--- src/rtl/alu_pkg.sv ---
// ---------------------------------------------------------------------------
// alu_pkg
// Shared definitions for the ALU command-issue slice:
//   - ALU opcode encodings and operand width
//   - issue-controller FSM state encoding
//   - packed command record stored in the command FIFO
//   - signed-overflow helper used when a result is captured
// ---------------------------------------------------------------------------
package alu_pkg;

  localparam int ALU_W = 16;
  localparam int OP_W  = 3;
  localparam int CMD_W = 2 * ALU_W + OP_W;

  localparam logic [OP_W-1:0] ALU_ADD = 3'b000;
  localparam logic [OP_W-1:0] ALU_SUB = 3'b001;

  typedef enum logic [1:0] {
    ST_IDLE = 2'b00,
    ST_WAIT = 2'b01,
    ST_OUT  = 2'b10
  } state_e;

  typedef struct packed {
    logic [ALU_W-1:0] a;
    logic [ALU_W-1:0] b;
    logic [OP_W-1:0]  op;
  } cmd_t;

  // Signed overflow from sign bits only. Every opcode other than SUB is an
  // add inside the ALU, so only SUB takes the subtract rule.
  function automatic logic signed_ovf(
    input logic            sa,
    input logic            sb,
    input logic            sr,
    input logic [OP_W-1:0] op
  );
    logic ovf;
    if (op == ALU_SUB) begin
      ovf = (sa != sb) && (sr != sa);
    end else begin
      ovf = (sa == sb) && (sr != sa);
    end
    return ovf;
  endfunction

endpackage

--- src/rtl/cmd_fifo.sv ---
// ---------------------------------------------------------------------------
// cmd_fifo
// Synchronous FIFO for packed ALU commands. Overflowing pushes and
// underflowing pops are dropped internally, so callers may drive push/pop
// from raw request signals.
// Ports:
//   clk, rst         clock, synchronous active-low reset
//   push, din        write request and data
//   pop, dout        read request; dout shows the head entry (first-word
//                    fall-through)
//   count            occupancy, 0..DEPTH
//   full, empty      occupancy flags
// ---------------------------------------------------------------------------
module cmd_fifo #(
  parameter int DEPTH = 4,
  parameter int W     = 35
) (
  input  logic                   clk,
  input  logic                   rst,
  input  logic                   push,
  input  logic [W-1:0]           din,
  input  logic                   pop,
  output logic [W-1:0]           dout,
  output logic [$clog2(DEPTH):0] count,
  output logic                   full,
  output logic                   empty
);

  localparam int AW = $clog2(DEPTH);
  localparam int CW = AW + 1;

  logic [W-1:0]  mem_r [DEPTH];
  logic [AW-1:0] wr_ptr_r;
  logic [AW-1:0] rd_ptr_r;
  logic [CW-1:0] count_r;
  logic          push_ok_s;
  logic          pop_ok_s;

  assign full      = (count_r == CW'(DEPTH));
  assign empty     = (count_r == '0);
  assign count     = count_r;
  assign dout      = mem_r[rd_ptr_r];
  assign push_ok_s = push & ~full;
  assign pop_ok_s  = pop & ~empty;

  // Storage array; contents are don't-care until written, so it has no reset.
  always_ff @(posedge clk) begin
    if (push_ok_s) begin
      mem_r[wr_ptr_r] <= din;
    end
  end

  // Pointers (wrap naturally at DEPTH, a power of two) and occupancy counter.
  always_ff @(posedge clk) begin
    if (!rst) begin
      wr_ptr_r <= '0;
      rd_ptr_r <= '0;
      count_r  <= '0;
    end else begin
      if (push_ok_s) begin
        wr_ptr_r <= wr_ptr_r + AW'(1'b1);
      end
      if (pop_ok_s) begin
        rd_ptr_r <= rd_ptr_r + AW'(1'b1);
      end
      case ({push_ok_s, pop_ok_s})
        2'b10:   count_r <= count_r + CW'(1'b1);
        2'b01:   count_r <= count_r - CW'(1'b1);
        default: count_r <= count_r;
      endcase
    end
  end

endmodule

--- src/rtl/alu_issue_ctrl.sv ---
// ---------------------------------------------------------------------------
// alu_issue_ctrl
// Command-issue stage in front of a 16-bit add/subtract ALU. Commands are
// buffered in cmd_fifo and issued one at a time; the result (or a watchdog
// error when the ALU never answers) is presented on a valid/ready port.
// Ports:
//   clk, rst                    clock, synchronous active-low reset
//   cmd_valid/cmd_ready         command handshake
//   cmd_a, cmd_b, cmd_op        command operands and opcode
//   alu_a, alu_b, alu_op        ALU operands, stable from issue to completion
//   alu_start                   one-cycle start pulse to the ALU
//   alu_out, alu_done           ALU result and completion strobe
//   res_valid/res_ready         result handshake
//   res_data, res_ovf, res_err  result, signed overflow, watchdog timeout
//   busy                        high whenever a command is in flight
//   fifo_count                  command FIFO occupancy
// ---------------------------------------------------------------------------
module alu_issue_ctrl
  import alu_pkg::*;
#(
  parameter int DEPTH   = 4,
  parameter int TIMEOUT = 15
) (
  input  logic                   clk,
  input  logic                   rst,
  input  logic                   cmd_valid,
  output logic                   cmd_ready,
  input  logic [ALU_W-1:0]       cmd_a,
  input  logic [ALU_W-1:0]       cmd_b,
  input  logic [OP_W-1:0]        cmd_op,
  output logic [ALU_W-1:0]       alu_a,
  output logic [ALU_W-1:0]       alu_b,
  output logic [OP_W-1:0]        alu_op,
  output logic                   alu_start,
  input  logic [ALU_W-1:0]       alu_out,
  input  logic                   alu_done,
  output logic                   res_valid,
  input  logic                   res_ready,
  output logic [ALU_W-1:0]       res_data,
  output logic                   res_ovf,
  output logic                   res_err,
  output logic                   busy,
  output logic [$clog2(DEPTH):0] fifo_count
);

  // Watchdog register holds (WAIT cycles elapsed - 1); it fires when the
  // cycle being completed is number TIMEOUT.
  localparam logic [7:0] WD_LAST = 8'(TIMEOUT - 1);

  state_e     state_r;
  state_e     state_nx_s;
  logic       issue_s;
  logic       cap_done_s;
  logic       cap_tmo_s;
  logic       release_s;
  logic       push_s;
  logic       full_s;
  logic       empty_s;
  logic       ovf_s;
  logic [7:0] wd_r;
  cmd_t       cmd_in_s;
  cmd_t       head_s;

  assign cmd_in_s  = '{a: cmd_a, b: cmd_b, op: cmd_op};
  assign cmd_ready = ~full_s;
  assign push_s    = cmd_valid & ~full_s;

  // Overflow is judged against the operands actually held at the ALU.
  assign ovf_s = signed_ovf(alu_a[ALU_W-1], alu_b[ALU_W-1], alu_out[ALU_W-1], alu_op);

  cmd_fifo #(
    .DEPTH (DEPTH),
    .W     (CMD_W)
  ) u_cmd_fifo (
    .clk   (clk),
    .rst   (rst),
    .push  (push_s),
    .din   (cmd_in_s),
    .pop   (issue_s),
    .dout  (head_s),
    .count (fifo_count),
    .full  (full_s),
    .empty (empty_s)
  );

  // FSM state register.
  always_ff @(posedge clk) begin
    if (!rst) begin
      state_r <= ST_IDLE;
    end else begin
      state_r <= state_nx_s;
    end
  end

  // Next-state and per-edge action decode; alu_done only matters in WAIT,
  // and a done on the timeout edge takes priority over the watchdog.
  always_comb begin
    state_nx_s = state_r;
    issue_s    = 1'b0;
    cap_done_s = 1'b0;
    cap_tmo_s  = 1'b0;
    release_s  = 1'b0;
    case (state_r)
      ST_IDLE: begin
        if (!empty_s) begin
          issue_s    = 1'b1;
          state_nx_s = ST_WAIT;
        end else begin
          state_nx_s = ST_IDLE;
        end
      end
      ST_WAIT: begin
        if (alu_done) begin
          cap_done_s = 1'b1;
          state_nx_s = ST_OUT;
        end else if (wd_r == WD_LAST) begin
          cap_tmo_s  = 1'b1;
          state_nx_s = ST_OUT;
        end else begin
          state_nx_s = ST_WAIT;
        end
      end
      ST_OUT: begin
        if (res_ready) begin
          release_s  = 1'b1;
          state_nx_s = ST_IDLE;
        end else begin
          state_nx_s = ST_OUT;
        end
      end
      default: begin
        state_nx_s = ST_IDLE;
      end
    endcase
  end

  // ALU-side registers: operands latched at issue, start pulse, watchdog.
  always_ff @(posedge clk) begin
    if (!rst) begin
      alu_a     <= '0;
      alu_b     <= '0;
      alu_op    <= '0;
      alu_start <= 1'b0;
      wd_r      <= 8'd0;
    end else begin
      alu_start <= issue_s;
      if (issue_s) begin
        alu_a  <= head_s.a;
        alu_b  <= head_s.b;
        alu_op <= head_s.op;
        wd_r   <= 8'd0;
      end else if (state_r == ST_WAIT) begin
        wd_r <= wd_r + 8'd1;
      end else begin
        wd_r <= wd_r;
      end
    end
  end

  // Result port: captured on completion or timeout, held until accepted.
  always_ff @(posedge clk) begin
    if (!rst) begin
      res_valid <= 1'b0;
      res_data  <= '0;
      res_ovf   <= 1'b0;
      res_err   <= 1'b0;
    end else if (cap_done_s) begin
      res_valid <= 1'b1;
      res_data  <= alu_out;
      res_ovf   <= ovf_s;
      res_err   <= 1'b0;
    end else if (cap_tmo_s) begin
      res_valid <= 1'b1;
      res_data  <= '0;
      res_ovf   <= 1'b0;
      res_err   <= 1'b1;
    end else if (release_s) begin
      res_valid <= 1'b0;
    end else begin
      res_valid <= res_valid;
    end
  end

  // Busy flag registered from the next state so it tracks state_r exactly.
  always_ff @(posedge clk) begin
    if (!rst) begin
      busy <= 1'b0;
    end else begin
      busy <= (state_nx_s != ST_IDLE);
    end
  end

endmodule

--- config.mk ---
export PLATFORM = sky130hd
export DESIGN_NAME = alu_issue_ctrl
export DESIGN_NICKNAME = d
export VERILOG_FILES = /design/src/rtl/alu_pkg.sv /design/src/rtl/cmd_fifo.sv /design/src/rtl/alu_issue_ctrl.sv
export SDC_FILE = /design/constraint.sdc
export NUM_CORES = 1
export LEC_CHECK = 0
export CAP_MARGIN = 20
export CORE_ASPECT_RATIO = 1.25
export CORE_MARGIN = 2
export CORE_UTILIZATION = 48
export DETAILED_ROUTE_END_ITERATION = 8
export GPL_ROUTABILITY_DRIVEN = 0
export PLACE_DENSITY = 0.75
export SKIP_CTS_REPAIR_TIMING = 1
export SYNTH_ARGS = -nofsm -noshare
export SYNTH_HDL_FRONTEND = slang
export SYNTH_SLANG_ARGS = --single-unit
--- constraint.sdc ---
create_clock -name clk -period 2.3 [get_ports clk]
set_input_delay 0.46 -clock clk [delete_from_list [all_inputs] [get_ports clk]]
set_output_delay 0.46 -clock clk [all_outputs]
set_load 0.005 [all_outputs]
---- Yosys cells after proc, flatten, opt, wreduce, memory -nomap -nowiden ----
Memory sizes are Yosys's and may differ from the RTL's. A register that Yosys moved wholly into a read port is not among the register bits.
Index checks and enable logic that the tools add are counted.
word-level totals
  flip-flop bits (word level) ............. 38
  memory bits (read-only) ................. 0
  input port bits ......................... 56
  bits in writable memories ............... 140
  memories kept ........................... 1
  latch bits .............................. 0
cells by class
  order comparisons ....................... 0
  shift-type cells ........................ 0
  $add $sub $neg .......................... 5
  equality and inequality tests ........... 10
  reduce and logical (&&, ||, !) cells .... 11
  multipliers ............................. 0
  bitwise logic cells ..................... 6
  multiplexer cells ....................... 25
  div/mod/pow operators ................... 0
memory list
  memory            words  width  rd ports  clocked after Yosys merged registers in  write ports  RTL line        source
  u_cmd_fifo.mem_r  4      35     1         1                                        1            cmd_fifo.sv:32  logic [W-1:0] mem_r [DEPTH];
operators by type and width
  kind                                               number
  2-to-1 mux 16 bit                                  2
  2-to-1 mux 1 bit                                   18
  adder 8 x 1 -> 8 bit (second input constant)       1
  == test 8 x 4 -> 1 bit (second input constant)     1
  2-to-1 mux 2 bit                                   3
  one-hot mux 2 bit (3 select lines)                 1
  one-hot mux 3 bit (2 select lines)                 1
  nonzero test 2 bit                                 3
  adder 2 x 1 -> 2 bit (second input constant)       2
  == test 2 x 1 -> 1 bit (second input constant)     2
  == test 2 bit (second input constant)              2
  OR reduction 2 bit                                 2
  adder 3 x 1 -> 3 bit (second input constant)       1
  AND 1 bit                                          3
  == test 3 x 1 -> 1 bit (second input constant)     1
  == test 3 bit (second input constant)              1
  zero test 3 bit                                    1
  NOT 1 bit                                          3
  nonzero test 3 bit                                 1
  subtractor 3 x 1 -> 3 bit (second input constant)  1
  logical AND 1 bit                                  2
  zero test 2 bit                                    1
  != test 1 bit                                      2
  == test 1 bit                                      1
  zero test 1 bit                                    1

---- Logic depth before layout (Yosys ltp) ----
Gate-level depths: netlist of run 1.
  word-level depth ........................ 6
  mapped depth ............................ 11
  mapped depth without buffers ............ 9

---- Modules after synthesis ----
Synthesis of run 1 repeated with hierarchy kept, for this count alone.
second synthesis, totals
  cells, all modules ...................... 501
  area, all modules ....................... 7977.7 um^2
modules (own cells, without submodules)
  module          seq. area each (um^2)  cells an instance  area each (um^2)  times used
  cmd_fifo        4384.2                 237                5577.8            1
  alu_issue_ctrl  1321.3                 264                2399.8            1

---- Least setup slack after synthesis of run 1 ----
No wires, ideal clock.
  path type ............................... reg-to-reg
  start ................................... register u_cmd_fifo.count_r[0], in the netlist u_cmd_fifo.count[0]
  end ..................................... register u_cmd_fifo.count_r[2], in the netlist u_cmd_fifo.count[2]
  period minus slack after synthesis ...... 2.304 ns
  setup time .............................. 0.070 ns
  setup slack ............................. -0.004 ns
  data required time ...................... 2.230 ns
  stages on the path, launching flop included .. 12
  data arrival time ....................... 2.234 ns
  path buffers ............................ 2
  path through ............................ dfxtp_1 > nor3_2 > or3_1 > buf_6 > clkinv_8 > buf_6 > ha_1 > inv_1 > fa_1 > xor2_1 > or3_1 > a21oi_1
on the way
  longest elaborated chain between the ends .. 6
  elaborated cells on any way between the ends .. 15
  classes of those cells .................. 2 x add/sub; 3 x eq/ne; 3 x mux; 5 x bitwise; 2 x reduce/logical
RTL lines
  item                                                                             RTL line               source
  start: declaration                                                               cmd_fifo.sv:35         logic [CW-1:0] count_r;
  start signal: assignment                                                         cmd_fifo.sv:67         2'b10: count_r <= count_r + CW'(1'b1);
  start signal: assignment                                                         cmd_fifo.sv:68         2'b01: count_r <= count_r - CW'(1'b1);
  start signal: assignment                                                         cmd_fifo.sv:69         default: count_r <= count_r;
  zero test 3 bit *                                                                cmd_fifo.sv:40         assign empty = (count_r == '0);
  2-to-1 mux 1 bit *                                                               alu_issue_ctrl.sv:105  if (!empty_s) begin
  2-to-1 mux 1 bit *                                                               alu_issue_ctrl.sv:103  case (state_r)
  named net issue_s                                                                alu_issue_ctrl.sv:52   logic issue_s;
  AND 1 bit *                                                                      cmd_fifo.sv:44         assign pop_ok_s = pop & ~empty;
  == test 2 x 1 -> 1 bit / == test 2 bit (equally long branches)                   cmd_fifo.sv:66         case ({push_ok_s, pop_ok_s})
  one-hot mux 3 bit (2 select lines) / nonzero test 2 bit (equally long branches)  -
Mark *: on every way through the listed nets, which the timed path passes. The rest lies on a longest branch.
A chain may end at the register's enable or synchronous reset.

---- Worst setup path in the final report of run 1 ----
  start ................................... register u_cmd_fifo.count_r[0], in the netlist u_cmd_fifo.count[0]
  end ..................................... register u_cmd_fifo.count_r[2], in the netlist u_cmd_fifo.count[2]
on the way
  longest elaborated chain between the ends .. 6
  elaborated cells on any way between the ends .. 15
  classes of those cells .................. 2 x add/sub; 3 x eq/ne; 3 x mux; 5 x bitwise; 2 x reduce/logical
RTL lines
  item                                                                             RTL line
  zero test 3 bit / == test 3 bit (equally long branches)                          cmd_fifo.sv:40, cmd_fifo.sv:39
  2-to-1 mux 1 bit / NOT 1 bit (equally long branches)                             alu_issue_ctrl.sv:105, cmd_fifo.sv:43, alu_issue_ctrl.sv:66
  2-to-1 mux 1 bit / AND 1 bit (equally long branches)                             alu_issue_ctrl.sv:103, alu_issue_ctrl.sv:66
  AND 1 bit (on tied branches)                                                     cmd_fifo.sv:44, cmd_fifo.sv:43
  == test 2 x 1 -> 1 bit / == test 2 bit (equally long branches)                   cmd_fifo.sv:66
  one-hot mux 3 bit (2 select lines) / nonzero test 2 bit (equally long branches)  -
Parallel ways exist; a longest one is shown, timed or not.

==> results.ini, run 1 <==
[clock_network]
cts_inserted_buffers=21
ctsHtreeMaxLevel=1
cts.sinks=213
insertion_delay_ps=490
clk_path_buf_depth=3
cts_tree=built
cts_root_buffer=clkbuf_16
cts.clk_slew.worst_paths_ps=60

[routing]
drt-wirelength-per-cell_um=18.60
dr.first_iter.drc_count=279
antenna_left=0
routed_wirelength_um=15810
dr.pass1.iters=4
drc=0
vias_per_cell=5.331
num_vias=4531

[logic_synthesis]
syn_nets=552
yosysSeqAreaShare_pct=71.98
postSynthAreaPerCell_um2=16.13
ys_ff_latch=213
yosysWarnings=0
async_flop_share_pct=0
synth_cells=488
synthFlopType=edfxtp_1
syn-cell-area_um2=7871
synth_cell_type_count=37
synth_edf_count=140

[grt]
grtUsageTotal_pct=18.00
grt_max_degree=49
antenna_found_initial=0
grt_pass1_vias=4719
grt_first_pass_wirelength_um=24630
overflow=0

[timing]
fin_crit_ps=2227
maxSlewViolCount=0
setup_viol=0
hold_violations=0
timing.final.crit_share_pct=96.81
worst_slew_pin_slew_ps=595.3
whs_ps=453.4
fin_skew_ps=7.879
fin_ws_ps=73.38
fmax_mhz=449.1
max-slew-margin-rel_pct=60.31

[min_path]
min_path_type=register to register
min_path_cells=2

[power]
power_density_nw_per_um2=1162
ir_drop_mv=0.6303
p_leak_nw=3.386

[setup_path]
worstPathMaxFanout=5
worst_ep_required_time_ps=2710
rr_worst_depth=9
start_kind=register
setup.worst_path.class=register to register
cp-end-kind=register
crit_arrival_ps=2640

[placed_design]
dpl.hpwl_um=9306
port_buffers=115
place_area_um2=9320
place_ws_ps=-118.4
dp_cells=811

[floorplanning]
row_count=52
die-area_um2=17440
pin_count=116
initial_utilization_pct=48.78
die_w_um=118.5
core_um2=16140
die_y_um=147.2

[outcome]
status=completed

[job]
cap_violations=0

[layout]
design_area_um2=10050
fillers=1236
drive_gt1_share_pct=16.72
layout_common_cells=edfxtp_1, clkdlybuf4s50_1, nand2_1
antennaDiodeCount=0
layout_commonest_cell=edfxtp_1
final_nets=683
finalNonFillerCells=850
area_growth_syn_to_layout_pct=27.71

power by group:
| part | internal, mW | switching (mW) |
|---|---|---|
| registers | 4.78 | 0.334 |
| logic | 1.65 | 1.49 |
| clock network | 2.07 | 1.35 |
| total | 8.51 | 3.18 |
cells in the mapped netlist (2+ instances only):
cell type,n,share of area [%]
inv_1,8,0.38
buf_2,7,0.45
and3_1,7,0.56
xnor2_1,5,0.56
or3_1,2,0.16
or3b_1,2,0.22
clkbuf_1,5,0.24
buf_6,9,1.3
nand4_1,4,0.32
nand2_1,75,3.6
buf_4,4,0.38
a21oi_1,42,2.7
edfxtp_1,140,53
a22o_1,17,1.9
ha_1,7,1.1
o21ai_0,2,0.13
mux4_2,35,10
nor2_1,15,0.72
nand2b_1,4,0.32
dfxtp_1,73,19
a211oi_1,2,0.19
xor2_1,8,0.89
critical path: stages (launching register included):
cell and delay (ps):
dfxtp_4 360, or3b_4 400, and2_4 160, inv_4 70
ha_4 130, inv_1 50, fa_2 330, xor2_1 160
or3_1 390, a21oi_2 110
worst paths after layout:
| check | from | end | slack, ps |
|---|---|---|---|
| setup reg to reg | u_cmd_fifo.count[0] | u_cmd_fifo.count[2] | 70 |
| setup / recovery | u_cmd_fifo.count[0] | u_cmd_fifo.count[2] | 70 |
| hold reg to reg | alu_a[9] | alu_a[9] | 450 |
| hold / removal | alu_a[9] | alu_a[9] | 450 |
final cells by class:
cell class	count	area [µm²]	share of cell area [%]
tap	216	270.3	2.689
sequential	213	5677	56.47
inverter	9	48.80	0.4854
multi-input combinational	241	2006	19.95
clock inverter	7	113.9	1.133
timing repair buffer	133	1364	13.57
clock buffer	31	573.1	5.701
metrics by stage:
stage	TNS (ps)	total power, mW	utilization [%]
final	0	11.68	62.30
after global routing	-33.35	12.23	62.30
after CTS	-71.74	11.76	62.02
after global placement	-9.960	8.201	57.76
after floorplan	0	6.987	-
after detailed placement	-118.4	8.337	57.76
logic make-up after synthesis:
logic type | Yosys count | synth area share (%)
fa+ha+maj | 8 | 1.367
buf+inv | 34 | 2.941
xor+xnor | 13 | 1.447
mux | 36 | 10.14
simple gates | 119 | 6.915
flops | 213 | 71.98
compound gates | 65 | 5.214
routing by layer:
layer / track usage [%] / vias to the layer above / wire length, µm
li1: - / 2085 / -
met5: 0 / - / 0
met2: 32.73 / 127 / 8396
met1: 21.38 / 2295 / 6382
met3: 3.416 / 24 / 726
met4: 6.071 / 0 / 300
state kept, by name, indices dropped and copies added, names as in the netlist:
register / flops
alu_a: 16
alu_b: 16
alu_op: 3
alu_start: 1
busy: 1
res_data: 16
res_err: 1
res_ovf: 1
res_valid: 1
state_r: 2
u_cmd_fifo.count: 3
u_cmd_fifo.mem_r: 140
u_cmd_fifo.rd_ptr_r: 2
u_cmd_fifo.wr_ptr_r: 2
wd_r: 8
Power figures use the tool's default switching activity.
==> run 2: changes to the inputs <==
--- a/config.mk
+++ b/config.mk
@@ -11,7 +11,7 @@
 export CORE_UTILIZATION = 48
 export DETAILED_ROUTE_END_ITERATION = 8
 export GPL_ROUTABILITY_DRIVEN = 0
-export PLACE_DENSITY = 0.75
+export PLACE_DENSITY = 0.73
 export SKIP_CTS_REPAIR_TIMING = 1
 export SYNTH_ARGS = -nofsm -noshare
 export SYNTH_HDL_FRONTEND = slang
==> run 2 against run 1 <==
Critical path depth unchanged. Via count shrank 1.3%. Die area unchanged. Flip-flop and latch count unchanged. Sequential share of layout area shrank 0.43 points. Largest cell class unchanged.
==> results.ini, run 2 (synthesis gave the netlist of run 1 again) <==
[routing]
num_vias=4471  ; -1.3%
dr.pass1.iters=4  ; unchanged
vias_per_cell=5.242  ; -1.7%
routed_wirelength_um=15950  ; +0.91%
drc=0  ; unchanged
dr.first_iter.drc_count=210  ; -25%
drt-wirelength-per-cell_um=18.70  ; +0.56%
antenna_left=0  ; unchanged

[grt]
grtUsageTotal_pct=18.58  ; +0.58 points
grt_pass1_vias=4967  ; +5.3%
grt_first_pass_wirelength_um=25550  ; +3.8%
overflow=0  ; unchanged
grt_max_degree=49  ; unchanged
antenna_found_initial=0  ; unchanged

[power]
ir_drop_mv=0.5968  ; -5.3%
p_leak_nw=3.436  ; +1.5%
power_density_nw_per_um2=1179  ; +1.5%

[clock_network]
cts.sinks=213  ; unchanged
cts_root_buffer=clkbuf_16
cts_tree=built
ctsHtreeMaxLevel=1  ; unchanged
cts_inserted_buffers=22  ; +4.8%
clk_path_buf_depth=3  ; unchanged
cts.clk_slew.worst_paths_ps=60  ; about the same
insertion_delay_ps=500  ; about the same

[layout]
final_util_pct=62.77  ; +0.47 points
max_flop_register=u_cmd_fifo.mem_r
finalNonFillerCells=853  ; +0.35%
area_growth_syn_to_layout_pct=28.68
antennaDiodeCount=0  ; unchanged
drive_gt1_share_pct=17.43  ; +0.71 points
layout_commonest_cell=edfxtp_1
layout_common_cells=edfxtp_1, clkdlybuf4s50_1, nand2_1
largest_register_ffs=140  ; unchanged
fillers=1239  ; +0.24%
final_nets=685  ; +0.29%

[setup_path]
cp-end-kind=register
setup.worst_path.class=register to register
worst_ep_required_time_ps=2720  ; about the same
crit_slowest_cell=or3b_4
crit_arrival_ps=2650  ; about the same
worstPathMaxFanout=5  ; unchanged
start_kind=register
slowest_delay_ps=400  ; about the same
crit_family=simple AND/OR/NAND/NOR gates
crit_chain=or3b_4 -> and2_4 -> inv_2 -> ha_2 -> inv_1 -> fa_2 -> xor2_1 -> or3_1 -> a21oi_1
critPathBufInv=2  ; unchanged

[floorplanning]
core_um2=16140  ; unchanged
die-area_um2=17440  ; unchanged
die_w_um=118.5  ; unchanged
die_y_um=147.2  ; unchanged
row_count=52  ; unchanged
pin_count=116  ; unchanged
initial_utilization_pct=48.78  ; unchanged

[placed_design]
port_buffers=115  ; unchanged
dp_cells=813  ; +0.25%
dpl.hpwl_um=9723  ; +4.5%
place_ws_ps=-128.4  ; -10.06 ps

[timing]
fmax_mhz=449.6  ; +0.12%
timing.final.crit_share_pct=96.70  ; -0.11 points
fin_ws_ps=75.98  ; +2.607 ps
setup_viol=0  ; unchanged
whs_ps=456.2  ; +2.786 ps
hold_violations=0  ; unchanged
setup_tns_ps=0  ; unchanged
maxSlewViolCount=0  ; unchanged
worst_slew_pin_slew_ps=610.3  ; +15.03 ps
max-slew-margin-rel_pct=59.31  ; -1.0 points
fin_skew_ps=15.17  ; +7.295 ps
fin_crit_ps=2224  ; -2.607 ps

[job]
cap_violations=0  ; unchanged

[outcome]
status=completed

[min_path]
min_path_type=register to register

## run 2: cell types whose count changed in the layout (fill, tap and decap cells not counted), moves of 2 or more
cell,change
clkbuf_1,-7
clkbuf_8,+5
clkinv_1,+4
buf_4,+2
clkbuf_16,+2
clkinv_2,-2
## run 2: worst paths after layout
path,from,endpoint,slack [ps],depth (start not counted)
worst max-delay path,u_cmd_fifo.count[0],u_cmd_fifo.count[2],80,9
worst min-delay path,alu_b[1],alu_b[1],460,2
worst max register to register,u_cmd_fifo.count[0],u_cmd_fifo.count[2],80,9
worst min register to register,alu_b[1],alu_b[1],460,2
## run 2: metal layers
metal	GRT usage (%)	wire length, µm	vias up
li1	-	-	2091
met1	22.31	6341	2231
met2	33.62	8459	125
met3	3.106	803	24
met4	6.726	347	0
met5	0	0	-
## run 2: report_power, final
part / switching (mW) / leakage, nW / internal [mW]
Sequential: 0.307 / 1.88 / 4.79
Clock: 1.39 / 0.386 / 2.35
Combinational: 1.51 / 1.17 / 1.61
## run 2: worst min-delay path: cells and delay by family (launching register included)
kind | cells | cell delay [ps]
flops | 1 | 310
simple gates | 1 | 50
compound gates | 1 | 50
## run 2: cell type report
class,count,area (µm²),area share (%)
clock inverters,9,118.9,1.174
well taps,216,270.3,2.668
inverters,9,46.29,0.4571
clock buffers,31,665.6,6.572
flip-flops and latches,213,5677,56.05
multi-input cells,241,1992,19.67
repair buffers,134,1359,13.42
## run 2: per-stage QoR
stage / instance area (µm²) / power, mW
global route: 10130 / 12.56
detailed placement: 9323 / 8.309
global placement: 9323 / 8.177
floorplan: 7873 / 6.987
finish: 10130 / 11.95
CTS: 10110 / 12.07
